--- src/rtl/turn_ctrl.sv ---
// Turn sequencer and single-writer arbiter for the 4x4 board array.
// Serialises player moves (check empty, write, report) and times display saves around writes.
module turn_ctrl #(
  parameter logic        FIRST   = 1'b0,
  parameter int unsigned TIMEOUT = 0,
  parameter int unsigned TO_W    = 32
) (
  input  logic       clk,
  input  logic       rst,
  input  logic [1:0] req,
  input  logic [3:0] addr0,
  input  logic [3:0] addr1,
  output logic [1:0] gnt,
  output logic [1:0] rej,
  output logic       wen,
  output logic [3:0] waddr,
  output logic [1:0] I,
  input  logic [1:0] wY,
  input  logic [9:0] gameover,
  input  logic       frame_end,
  output logic       save,
  output logic       turn,
  output logic       over,
  output logic       timeout,
  output logic [2:0] dbg_state
);

  // Handshake: req[p] is a level sampled only in IDLE/OVER; gnt/rej/timeout/save
  // are single-cycle pulses, wen is high for exactly the one write cycle.
  typedef enum logic [2:0] {
    S_IDLE  = 3'd0,
    S_CHECK = 3'd1,
    S_WRITE = 3'd2,
    S_POST  = 3'd3,
    S_OVER  = 3'd4,
    S_CLEAR = 3'd5
  } state_t;

  localparam logic [TO_W-1:0] TO_LAST = (TIMEOUT > 0) ? TO_W'(TIMEOUT - 1) : '0;

  state_t          r_state;
  logic            r_turn;
  logic            r_starter;
  logic [3:0]      r_waddr;
  logic [1:0]      r_i;
  logic            r_wen;
  logic [1:0]      r_gnt;
  logic [1:0]      r_rej;
  logic            r_save;
  logic            r_save_pend;
  logic            r_timeout;
  logic            r_over;
  logic [TO_W-1:0] r_cnt;

  logic w_req_turn;
  logic w_req_other;
  logic w_stay;
  logic w_enter;

  // The player code written to the array doubles as the one-hot pulse mask.
  function automatic logic [1:0] f_onehot(input logic p);
    return p ? 2'b10 : 2'b01;
  endfunction

  assign w_req_turn  = req[r_turn];
  assign w_req_other = req[~r_turn];

  // Board is stable only in IDLE/OVER: w_stay = remain there this cycle,
  // w_enter = arrive there next cycle from a move or clear sequence.
  assign w_stay  = ((r_state == S_IDLE) && !w_req_turn) ||
                   ((r_state == S_OVER) && (req == 2'b00));
  assign w_enter = ((r_state == S_CHECK) && (wY != 2'b00)) ||
                   (r_state == S_POST) || (r_state == S_CLEAR);

  always_ff @(posedge clk or negedge rst) begin
    if (!rst) begin
      r_state     <= S_IDLE;
      r_turn      <= FIRST;
      r_starter   <= FIRST;
      r_waddr     <= 4'd0;
      r_i         <= 2'b00;
      r_wen       <= 1'b0;
      r_gnt       <= 2'b00;
      r_rej       <= 2'b00;
      r_save      <= 1'b0;
      r_save_pend <= 1'b0;
      r_timeout   <= 1'b0;
      r_over      <= 1'b0;
      r_cnt       <= '0;
    end else begin
      r_gnt     <= 2'b00;
      r_rej     <= 2'b00;
      r_wen     <= 1'b0;
      r_timeout <= 1'b0;
      // Frame ends seen mid-move collapse into one save on return to a stable state.
      r_save      <= (w_stay && frame_end) || (w_enter && (r_save_pend || frame_end));
      r_save_pend <= !w_enter && (r_save_pend || (frame_end && !w_stay));
      case (r_state)
        S_IDLE: begin
          if (w_req_other) r_rej <= f_onehot(~r_turn);
          if (w_req_turn) begin
            r_waddr <= r_turn ? addr1 : addr0;
            r_i     <= f_onehot(r_turn);
            r_cnt   <= '0;
            r_state <= S_CHECK;
          end else if (TIMEOUT > 0) begin
            if (r_cnt == TO_LAST) begin
              r_timeout <= 1'b1;
              r_turn    <= ~r_turn;
              r_cnt     <= '0;
            end else begin
              r_cnt <= r_cnt + TO_W'(1);
            end
          end
        end
        S_CHECK: begin
          if (wY != 2'b00) begin
            r_rej   <= f_onehot(r_turn);
            r_state <= S_IDLE;
          end else begin
            r_wen   <= 1'b1;
            r_state <= S_WRITE;
          end
        end
        S_WRITE: begin
          r_gnt   <= f_onehot(r_turn);
          r_state <= S_POST;
        end
        S_POST: begin
          if (|gameover) begin
            r_over  <= 1'b1;
            r_state <= S_OVER;
          end else begin
            r_turn  <= ~r_turn;
            r_state <= S_IDLE;
          end
        end
        S_OVER: begin
          if (|req) begin
            r_over  <= 1'b0;
            r_wen   <= 1'b1;
            r_state <= S_CLEAR;
          end
        end
        S_CLEAR: begin
          r_starter <= ~r_starter;
          r_turn    <= ~r_starter;
          r_state   <= S_IDLE;
        end
        default: r_state <= S_IDLE;
      endcase
    end
  end

  assign gnt       = r_gnt;
  assign rej       = r_rej;
  assign wen       = r_wen;
  assign waddr     = r_waddr;
  assign I         = r_i;
  assign save      = r_save;
  assign turn      = r_turn;
  assign over      = r_over;
  assign timeout   = r_timeout;
  assign dbg_state = r_state;

endmodule
--- config.mk ---
export PLATFORM = sky130hd
export DESIGN_NAME = turn_ctrl
export DESIGN_NICKNAME = d
export VERILOG_FILES = /design/src/rtl/turn_ctrl.sv
export SDC_FILE = /design/constraint.sdc
export NUM_CORES = 1
export LEC_CHECK = 0
export ABC_AREA = 0
export CORE_MARGIN = 8
export CORE_UTILIZATION = 40
export CTS_BUF_LIST = sky130_fd_sc_hd__clkbuf_16
export DETAILED_ROUTE_END_ITERATION = 12
export GPL_TIMING_DRIVEN = 0
export PLACE_DENSITY = 0.84
export SYNTH_ARGS = -nofsm -noshare
export SYNTH_HDL_FRONTEND = slang
export SYNTH_SLANG_ARGS = --single-unit
--- constraint.sdc ---
create_clock -name clk -period 1.8 [get_ports clk]
set_clock_uncertainty 0.05 [all_clocks]
set_input_delay 0.54 -clock clk [delete_from_list [all_inputs] [get_ports clk]]
set_output_delay 0.54 -clock clk [all_outputs]
set_load 0.01 [all_outputs]
==> out/metrics.csv, run 1 <==
stage;metric;value;unit
timing;worst-margin pin slew;0.818;ns
routing;WL per Instance;15.6;um
power;Peak VDD IR;0.752;mV
synthesis;Yosys cell types;32;
floorplan;I/O pin cnt;43;
critical_path;CP delay by family, top;buffers and inverters;
synthesis;top cell type's share of synthesized area;52.4;%
global_route;met3 Usage GRT;2.65;%
timing;Setup TNS Final;0;ns
synthesis;largest area contributor in the netlist;dfrtp_1;
floorplan;die area;4050;sq um
global_route;global-route met1 utilization;13.8;%
critical_path;CP required;1.21;ns
timing;final hold vios;0;
synthesis;Synth Net Count;119;
global_route;global-route wire length before repair;4.28;mm
cells_and_area;most frequent cells in the layout;34 x clkdlybuf4s50_1, 18 x dfrtp_1, 14 x nand2_1, 12 x nor2_1, 6 x dlygate4sd2_1;
place;Detailed Place HPWL;1.97;mm
cells_and_area;Antenna diodes;0;
timing;max-slew violations;0;
routing;DRT iter0 DRCs;37;
global_route;vias in the first global route;919;
cells_and_area;fin nets;165;
global_route;grt ovf;0;
cells_and_area;share of cells above drive strength 1;7.91;%
routing;DR vias;868;
clock_tree;Clock Sink Count;19;
synthesis;sequential area share after synthesis;52.4;%
synthesis;Post-Syn Area;907;sq um
timing;hold_ws;0.429;ns
routing;first-pass iteration count of the detailed router;6;
critical_path;critical path buffer and inverter count;1;
power;total power;2.29;mW
critical_path;CP max-delay cell;clkdlybuf4s50_1;
floorplan;die height;63.6;um
global_route;initial antenna violation count;0;
routing;Residual DRC;0;
timing;unrepaired setup endpoints after global routing;no;
clock_tree;CTS tree;built;
place;gpl congestion;0.794;
synthesis;YS warnings;0;
clock_tree;Clock Latency Late Sink;0.24;ns
min_path;Worst Hold Class;flip-flop to flip-flop;
critical_path;Worst Path Arrival;1.13;ns
timing;minimum clock period;1.72;ns
floorplan;Starting Density;41.8;%
clock_tree;clk buf depth;2;
cells_and_area;fill count;178;
synthesis;Top FF cell, synth;dfrtp_1;
clock_tree;H-Tree Depth;1;
timing;period utilisation layout;95.5;%
synthesis;#FFs+latches synth;19;
global_route;GRT Util Overall;13.1;%
critical_path;CP max stage delay;0.54;ns
synthesis;Post-synth EDFFs;0;
cells_and_area;commonest non-fill, non-tap cell in the layout;clkdlybuf4s50_1;
clock_tree;clock transition at the registers of the reported paths;0.05;ns
cells_and_area;Sequential Area;477;sq um
clock_tree;CTS Buf Count;3;
cells_and_area;design area;1450;sq um
routing;DR vias/cell;5.20;
synthesis;Mapped Avg Cell Area;9.65;sq um
timing;max_slew headroom;45.3;%
clock_tree;CTS Root Buffer Type;clkbuf_16;
synthesis;Cells after Synth;94;
critical_path;crit end category;primary output;
critical_path;Max Fanout on Critical Path;2;
critical_path;Worst setup SP type;flip-flop;
timing;Fmax;582;MHz
power;PD cells;1570;nW/um^2
synthesis;Post-synth ARST share;100;%
routing;Final ANT Viol Nets;0;
routing;Total Wirelength;2.61;mm
global_route;GRT met2 Usage;23.3;%
timing;Final Setup Violations;0;
cells_and_area;Area Overhead vs Synth;60.1;%
global_route;gr busiest metal;met2;
floorplan;core area;2170;sq um
power;Pleak;0.661;nW
status;status;complete, no violations;
floorplan;Die W;63.6;um
critical_path;crit path kind;flip-flop to primary output;
cells_and_area;Multi-input gate area;422;sq um
synthesis;Area contributors post-synth;dfrtp_1 52%, nand2_1 5.8%, nor2_1 5.0%;
critical_path;cells along the critical path;clkdlybuf4s50_1;
clock_tree;CTS Hold Buffers Added;0;
global_route;pin count of the biggest net entering global routing;20;
run;Max Cap Viol;0;
place;PortBufs;41;
place;Area after DPL;1350;sq um
floorplan;row count;17;
-- synth_stat cells (2+ instances only) --
cell and number:
a21oi_1 2, a22oi_1 5, buf_4 2, clkbuf_1 3, dfrtp_1 19, mux2i_1 2
nand2_1 14, nand2b_1 3, nand3_1 2, nor2_1 12, nor3_1 4, nor4_1 2
o21a_1 2, o21ai_0 2, or4_1 2, xnor2_1 2
-- routing by layer --
| layer | vias up | routed length, um |
|---|---|---|
| met3 | 2 | 118 |
| met5 | - | 0 |
| met4 | 0 | 36 |
| li1 | 420 | - |
| met1 | 424 | 1060 |
| met2 | 22 | 1400 |
-- cell type report --
| type | instances | area share [%] |
|---|---|---|
| inverters | 1 | 0.258 |
| repair buffers | 41 | 27.9 |
| well taps | 28 | 2.41 |
| multi-input cells | 68 | 29.0 |
| flip-flops and latches | 19 | 32.8 |
| clock inverters | 1 | 0.258 |
| clock buffers | 3 | 5.17 |
| plain buffers | 6 | 2.15 |
-- stage by stage --
stage | worst slack [ns] | instances | util [%]
after floorplan | 0.240 | 94 | -
after global placement | -0.293 | 163 | 62.3
after detailed placement | -0.350 | 163 | 62.3
after CTS | 0.0246 | 167 | 65.9
after global routing | 0.0151 | 167 | 67.0
final | 0.0806 | 167 | 67.0
-- cell families after synthesis --
kind of cell / synth area share (%)
buffers and inverters: 3.86
AOI/OAI and AO/OA: 13.1
and+or+nand+nor: 26.1
xor gates and xnor gates: 1.93
DFF: 52.4
other: 0.413
muxes: 2.21
-- power by group --
group	internal [mW]	switching, mW
combinational	0.562	0.539
sequential	0.616	0.130
clock	0.295	0.144
total	1.47	0.814
-- final timing paths --
| path | cells after the start | startpoint | slack (ns) | endpoint |
|---|---|---|---|---|
| worst max-delay path | 1 | over | 0.08 | over |
| worst min-delay path | 1 | r_starter | 0.43 | r_starter |
| worst max register to register | 4 | dbg_state[1] | 0.22 | save |
| worst min register to register | 1 | r_starter | 0.43 | r_starter |
| max in group asynchronous | 1 | rst | 0.42 | dbg_state[0] |
| min in group asynchronous | 1 | rst | 0.72 | turn |
-- state kept, by name (all words and copies together) (netlist names) --
| register | flops |
|---|---|
| over | 1 |
| rej | 2 |
| I | 2 |
| waddr | 4 |
| save | 1 |
| turn | 1 |
| dbg_state | 3 |
| gnt | 2 |
| r_save_pend | 1 |
| r_starter | 1 |
| wen | 1 |
-- what timing repair did --
action,CTS,global route
setup endpoints to repair,8,2
gates cloned,0,0
resized for setup,8,4
buffers inserted,0,0
(Power assumes the default switching activity.)
==> inputs of run 2 (changes only) <==
--- a/config.mk
+++ b/config.mk
@@ -6,6 +6,7 @@
 export NUM_CORES = 1
 export LEC_CHECK = 0
 export ABC_AREA = 0
+export CAP_MARGIN = 15
 export CORE_MARGIN = 8
 export CORE_UTILIZATION = 40
 export CTS_BUF_LIST = sky130_fd_sc_hd__clkbuf_16
==> results of run 2 <==
No change in the layout: final DEF, timing and power equal those of run 1.
